--- src/rtl/cdb_arbiter.sv ---
// Common data bus arbiter: five single-entry holding slots feed one registered
// broadcast port, chosen round-robin. A word waits at least one edge in its slot
// before it can be broadcast. A slot that is granted can take a new word on the
// same edge, so one requester can stream with no gaps.
module cdb_arbiter #(
   parameter int unsigned TAG_W  = 4,
   parameter int unsigned DATA_W = 8
) (
   input  logic                                clk,
   input  logic                                rst_n,
   input  logic [4:0]                          req_valid,
   input  logic [5*(TAG_W+DATA_W)-1:0]         req_bus,
   output logic [4:0]                          req_ready,
   input  logic                                flush,
   output logic                                cdb_valid,
   output logic [TAG_W+DATA_W-1:0]             cdb_bus,
   output logic [2:0]                          cdb_src
);

   localparam int unsigned W      = TAG_W + DATA_W;
   localparam int unsigned NumReq = 5;

   // Holding slots and their occupied flags
   logic [W-1:0]        slot_q [NumReq];
   logic [W-1:0]        slot_d [NumReq];
   logic [NumReq-1:0]   occ_q, occ_d;

   // Index of the last granted slot; the search starts one past it
   logic [2:0]          rr_ptr_q, rr_ptr_d;

   // Registered broadcast outputs
   logic                cdb_valid_q, cdb_valid_d;
   logic [W-1:0]        cdb_bus_q, cdb_bus_d;
   logic [2:0]          cdb_src_q, cdb_src_d;

   // Grant selection
   logic                gnt_vld;
   logic [2:0]          gnt_idx;
   logic [NumReq-1:0]   gnt_oh;
   logic [3:0]          cand;

   // Round-robin search over occupied slots, starting after rr_ptr and wrapping 4 -> 0
   always_comb begin
      gnt_vld = 1'b0;
      gnt_idx = 3'd0;
      cand    = 4'd0;
      for (int unsigned k = 1; k <= NumReq; k++) begin
         cand = {1'b0, rr_ptr_q} + 4'(k);
         if (cand >= 4'(NumReq)) begin
            cand = cand - 4'(NumReq);
         end
         if (!gnt_vld && occ_q[cand[2:0]]) begin
            gnt_vld = 1'b1;
            gnt_idx = cand[2:0];
         end
      end
   end

   // One-hot form of the grant, used by the ready path
   always_comb begin
      gnt_oh = '0;
      if (gnt_vld) begin
         gnt_oh[gnt_idx] = 1'b1;
      end
   end

   // A slot is ready when empty or being drained this cycle; flush blocks all capture
   always_comb begin
      if (flush) begin
         req_ready = '0;
      end else begin
         req_ready = ~occ_q | gnt_oh;
      end
   end

   // Next-state: flush wins; otherwise broadcast the grant, then capture new words
   always_comb begin
      occ_d       = occ_q;
      slot_d      = slot_q;
      rr_ptr_d    = rr_ptr_q;
      cdb_valid_d = 1'b0;
      cdb_bus_d   = cdb_bus_q;
      cdb_src_d   = cdb_src_q;

      if (flush) begin
         occ_d = '0;
      end else begin
         if (gnt_vld) begin
            cdb_valid_d    = 1'b1;
            cdb_bus_d      = slot_q[gnt_idx];
            cdb_src_d      = gnt_idx;
            rr_ptr_d       = gnt_idx;
            occ_d[gnt_idx] = 1'b0;
         end
         // Capture after the clear so a granted slot can reload on the same edge
         for (int unsigned i = 0; i < NumReq; i++) begin
            if (req_valid[i] && req_ready[i]) begin
               occ_d[i]  = 1'b1;
               slot_d[i] = req_bus[W*i +: W];
            end
         end
      end
   end

   // State registers; rr_ptr resets to 4 so A0 is first in line
   always_ff @(posedge clk or negedge rst_n) begin
      if (!rst_n) begin
         occ_q       <= '0;
         rr_ptr_q    <= 3'd4;
         cdb_valid_q <= 1'b0;
         cdb_bus_q   <= '0;
         cdb_src_q   <= 3'd0;
         for (int unsigned i = 0; i < NumReq; i++) begin
            slot_q[i] <= '0;
         end
      end else begin
         occ_q       <= occ_d;
         rr_ptr_q    <= rr_ptr_d;
         cdb_valid_q <= cdb_valid_d;
         cdb_bus_q   <= cdb_bus_d;
         cdb_src_q   <= cdb_src_d;
         for (int unsigned i = 0; i < NumReq; i++) begin
            slot_q[i] <= slot_d[i];
         end
      end
   end

   assign cdb_valid = cdb_valid_q;
   assign cdb_bus   = cdb_bus_q;
   assign cdb_src   = cdb_src_q;

endmodule

--- config.mk ---
export PLATFORM = sky130hd
export DESIGN_NAME = cdb_arbiter
export DESIGN_NICKNAME = d
export VERILOG_FILES = /design/src/rtl/cdb_arbiter.sv
export SDC_FILE = /design/constraint.sdc
export NUM_CORES = 1
export LEC_CHECK = 0
export ABC_AREA = 1
export ABC_CLOCK_PERIOD_IN_PS = 6050
export CORE_UTILIZATION = 57
export DETAILED_ROUTE_END_ITERATION = 16
export GPL_TIMING_DRIVEN = 0
export PLACE_DENSITY = 0.84
export REMOVE_ABC_BUFFERS = 1
export SYNTH_ARGS = -nofsm -noshare
export SYNTH_HDL_FRONTEND = slang
export SYNTH_SLANG_ARGS = --single-unit
export TNS_END_PERCENT = 1
--- constraint.sdc ---
create_clock -name clk -period 6.05 [get_ports clk]
set_clock_uncertainty 0.2 [all_clocks]
set_input_delay 0.9075 -clock clk [delete_from_list [all_inputs] [get_ports clk]]
set_output_delay 0.9075 -clock clk [all_outputs]
set_load 0.05 [all_outputs]
==> After elaboration in Yosys (flattened, before gate mapping) <==
Index checks and enable logic that the tools add are counted.
{ "op_classes": {"n_mul": 0, "n_shift": 0, "eq_ne": 0, "n_mux": 41, "reduce_logical": 25, "magnitude_cmp": 13, "addsub": 10, "bitwise": 6, "div_mod_pow": 0} }
{ "ops": {"columns": ["op", "count"], "rows": [
  ["binary-select mux 12 bit (select 3 bit)", 1],
  ["2-to-1 mux 3 bit", 10],
  ["< comparator 3 x 4 -> 1 bit, second input constant", 6],
  ["2-to-1 mux 12 bit", 2],
  [">= comparator 4 x 3 -> 1 bit, second input constant", 5],
  ["2-to-1 mux 5 bit", 4],
  ["2-to-1 mux 1 bit", 18],
  ["binary-select mux 1 bit (select 3 bit)", 5],
  ["nonzero test 3 bit", 5],
  ["subtractor 3 bit, second input constant", 5],
  ["AND reduction 2 bit", 6],
  ["logical AND 1 bit", 10],
  ["NOT 5 bit", 2],
  ["adder 3 x 2 -> 4 bit, second input constant", 2],
  ["adder 3 x 3 -> 4 bit, second input constant", 2],
  ["AND 5 bit", 1],
  ["OR 5 bit", 1],
  ["adder 3 x 1 -> 4 bit, second input constant", 1],
  [">= comparator 4 bit, second input constant", 1],
  ["logical NOT 1 bit", 4],
  ["NOT 3 -> 4 bit", 1],
  ["demux 1 bit (select 3 bit)", 1],
  [">= comparator 3 x 1 -> 1 bit, second input constant", 1],
  ["NOT 1 bit", 1]
]} }
{ "totals": {"regBits": 84, "n_memories": 0, "word_cells": 109, "latch_bits": 0, "romBits": 0, "output_inout_bits": 21, "ram_bits": 0} }

==> Logic depth before layout (Yosys ltp) <==
{ "logic_depth": {"ltp_word": 28, "ltp_mapped": 25} }

==> Least setup slack after synthesis <==
Ideal clock, no wire load.
{ "synth_timing": {"path_kind": "reg2out", "startpoint": "register rr_ptr_q[0]", "endpoint": "output req_ready[1]", "path_buffers": 1, "stages_incl_launch_ff": 19, "arrival_ps": 2890, "path_slack_ps": 2053, "cell_sequence": "dfrtp_1 -> inv_2 -> ha_1 -> inv_1 -> fa_1 -> inv_1 -> nand2_2 -> o21ai_0 -> nand3_1 -> nand3_1 -> nand2_1 -> nand4_2 -> inv_2 -> nand3_1 -> nand3_2 -> inv_2 -> nand2_2 -> a21oi_4 -> buf_2"} }
{ "synth_between": {"elab_chain_len": 25, "word_cells_on_any_way": 56} }
{ "synth_rtl": {"columns": ["element", "line", "source"], "rows": [
  ["from (decl)", "29", "logic [2:0] rr_ptr_q, rr_ptr_d;"],
  ["from (signal assigned)", "118", "rr_ptr_q <= rr_ptr_d;"],
  ["adder 3 x 1 -> 4 bit", "48", "cand = {1'b0, rr_ptr_q} + 4'(k);"],
  [">= comparator 4 x 3 -> 1 bit or subtractor 3 bit (tied branches)", "49, 50", null],
  ["2-to-1 mux 3 bit", "49", "if (cand >= 4'(NumReq)) begin"],
  ["binary-select mux 1 bit (select 3 bit)", "52", "if (!gnt_vld && occ_q[cand[2:0]]) begin"],
  ["2-to-1 mux 1 bit (implied by the code)", "52", null],
  ["2-to-1 mux 1 bit", "52", null],
  ["logical NOT 1 bit", "52", null],
  ["logical AND 1 bit", "52", null],
  ["[9 not listed]", null, null],
  ["2-to-1 mux 3 bit", "52", null],
  ["< comparator 3 x 4 -> 1 bit (implied by the code) or >= comparator 3 x 1 -> 1 bit (tied branches)", "63", "gnt_oh[gnt_idx] = 1'b1;"],
  ["logical AND 1 bit (implied by the code)", "63", null],
  ["2-to-1 mux 1 bit (implied by the code)", "63", null],
  ["demux 1 bit (select 3 bit)", "63", null],
  ["2-to-1 mux 5 bit (*)", "62", "if (gnt_vld) begin"],
  ["OR 5 bit (*)", "72", "req_ready = ~occ_q | gnt_oh;"],
  ["2-to-1 mux 5 bit (*)", "69", "if (flush) begin"],
  ["to (decl)", "13", "output logic [4:0] req_ready,"]
]} }
Every way passes the cells marked *; elsewhere a longest branch is shown, timed or not. The select of a mux whose other input is x is not followed.

==> Final worst setup path <==
{ "layout_timing": {"startpoint": "register rr_ptr_q[0]", "endpoint": "output req_ready[0]"} }
Same word-level chain as after synthesis.

==> metrics <==
status=finished, final reports clean; Die ar.=roughly 9000 um2; H-tree depth=3; most frequent cells in the layout=215 x nand2_1, 86 x nand3_1, 82 x clkdlybuf4s50_1; Seq/Total Area, Yosys=0.4243; hold_ws=0.1834 ns; CP endpoint kind=primary output; port buffer count=88; post-route clock period utilization=0.9299; first-pass GRT wire length=20990 um; Root Driver=clkbuf_8; overall routing resource usage=0.3081; # DRC=0; measured slew at the worst slew-check pin=0.8406 ns; Post-Synthesis Cells=651; Critical Path Start Type=flip-flop; Vias/cell=5.541; Worst Setup SP=rr_ptr_q[0]$_DFFE_PN0P_; Worst-Skew Late Latency=0.37 ns; average cell area after synthesis=7.434 um2; routability cong.=0.8777; largest net degree at the start of global routing=68; n_diodes=0; pre-CTS setup slack=0.1653 ns; Critical Path AT=4.52 ns; RSZ-0062 raised after global routing=no; Routed Antenna Nets=0; dpl hpwl=9219 um; worst min path class=input port to asynchronous set/reset pin; hold-fix buffers at CTS=0; CP Depth=18; FF+latch count, synth=82; worst-path fanout max=17; final hold violation count=0; largest buffer count on any clock path=2; WL/cell=approximately 15 um; DR iter-0 viols=279; CP Class=flip-flop to primary output; # setup viols final=0; buffer and inverter count on the worst path=4; CTS Buf Count=9; final core area utilization=0.7250; antenna violations before repair=0; Worst R2R Setup Slack=1.47 ns; core region area=between 8000 and 9000 um2; Crit-path slowest cell=dlygate4sd2_1; CTS tree=done; Die H=94.15 um; upper clock frequency limit=0.1778 GHz; vias in the first global route=4454; Post-Route WL=12570 um; Critical Path Most Common Cell=nor2_1; crit-path cells=inv_2 > ha_1 > inv_1 > fa_1 > inv_1 > nand2_2 > o21ai_0 > nand3_1 > nand3_1 > nand2_1 > nand4_1 > nor2_1 > nor2_1 > nand3_2 > nor2_1 > nand3_2 > nand2_2 > dlygate4sd2_1; Setup TNS=0 ns; # fillers=656; Starting Density=0.5890; RR Startpoint=rr_ptr_q[0]$_DFFE_PN0P_; synth warn=0; share of cells above drive strength 1=0.09341; post-synth top area share=0.4188; # rows=33; Worst Reg-to-Reg Cells=18; First-pass DRT Iterations=8; crit-path max cell delay=0.57 ns; post-layout net count=801; commonest non-fill, non-tap cell in the layout=nand2_1; mapped cell area=4840 um2; Crit path max-delay family=simple AND/OR/NAND/NOR gates; CP required=4.94 ns; clock-pin slew on the worst setup and hold paths=0.10 ns; total grt overflow=0; IO Count=around 90; post-synth top area cell=dfrtp_1; Die X-Extent=between 90 and 100 um; top cells by area, synth=dfrtp_1 42%, nand2_1 17%, nand3_1 8.9%, inv_1 4.7%, o21ai_0 3.5%; Vias=4616; Final min period=5.626 ns; relative slew slack=0.4378; final setup margin=0.4244 ns; Sinks on Clock Net=a little over 80; Pins Over Slew Limit=0; Reg-to-Reg End=slot_q[5]$_DFFE_PN0P_; # Max-Cap Violations=0; Area growth syn-to-layout=23.09%; Synth cell types=35
==> cells by family (layout without fill, tap and decap cells) <==
family | count (synthesis) | in the layout | synth area share
compound gates | 81 | 81 | 0.09928
xor+xnor | 2 | 2 | 0.006724
fa+ha+maj | 10 | 10 | 0.02740
buf+inv | 96 | 173 | 0.08557
flops | 82 | 82 | 0.4243
simple gates | 380 | 380 | 0.3568
==> what timing repair did <==
action,CTS,global route
endpoints found under the setup margin,3,5
resized for setup,3,6
setup buffers,0,0
==> registers in the layout, indices dropped and copies added (netlist names) <==
signal	count
cdb_bus	12
cdb_src	1
cdb_valid	1
occ_q	5
rr_ptr_q	3
slot_q	60
==> worst max path at each step <==
stage	to	slack (ns)
after detailed placement	req_ready[4]	0.17
after global placement	req_ready[4]	0.28
after CTS	req_ready[4]	0.07
final	req_ready[0]	0.42
after floorplan	req_ready[1]	1.37
after global routing	req_ready[0]	0.14
==> worst reg2reg max path, cell delays in order, from the launching register on <==
cell and delay, ns:
dfrtp_2 0.55, inv_2 0.22, ha_1 0.17, inv_1 0.05, fa_1 0.38, inv_1 0.12, nand2_2 0.11, o21ai_0 0.26
nand3_1 0.14, nand3_1 0.10, nand2_1 0.09, nand4_2 0.17, nor3_1 0.10, nor2_2 0.43, nand2_1 0.38, o21ai_2 0.23
nand2_1 0.46, nor2_1 0.25, a21oi_1 0.06
==> metrics by stage <==
stage	instance area, um2	std cells
after detailed placement	5718	817
after CTS	5952	833
final	5957	833
after global placement	5693	816
after floorplan	4681	623
after global routing	5957	833
==> cell usage after synthesis <==
library cell,n
dfstp_2,1
o211ai_1,3
nand2_4,1
nand2_1,215
nand4_2,2
o21ai_2,3
fa_1,1
xor2_2,1
nand3_1,86
a21boi_2,1
buf_4,4
inv_2,8
nand4_1,15
or2_1,1
dfrtp_1,81
clkbuf_1,7
nand3b_4,2
buf_6,3
o21ai_1,4
nand3_4,1
a21oi_4,3
a31oi_1,1
nand2_2,11
nor2_4,2
a21oi_1,28
inv_1,60
a21oi_2,4
ha_1,9
xnor2_2,1
nand3_2,6
o21ai_0,34
nor3_1,1
buf_1,1
nor2_1,37
buf_2,13
==> layer usage <==
metal / share of wire / GRT usage / vias up
met5: 0 / 0 / -
li1: - / - / 2244
met3: 0.060 / 0.05097 / 26
met2: 0.49 / 0.5157 / 178
met1: 0.43 / 0.4103 / 2168
met4: 0.021 / 0.08718 / 0
==> layout make-up <==
| class | count | area, um2 | share of cell area |
|---|---|---|---|
| clock buffers | 9 | 123.9 | 0.02079 |
| clock inverters | 7 | 110.1 | 0.01848 |
| inverters | 68 | 255.2 | 0.04285 |
| multi-input cells | 473 | 2375 | 0.3987 |
| flip-flops and latches | 82 | 2054 | 0.3449 |
| well taps | 105 | 131.4 | 0.02205 |
| repair buffers | 89 | 907.1 | 0.1523 |
Power is left out: the tool's default activity adds up to more than one toggle a clock period on the data nets, which glitch-free logic cannot reach.
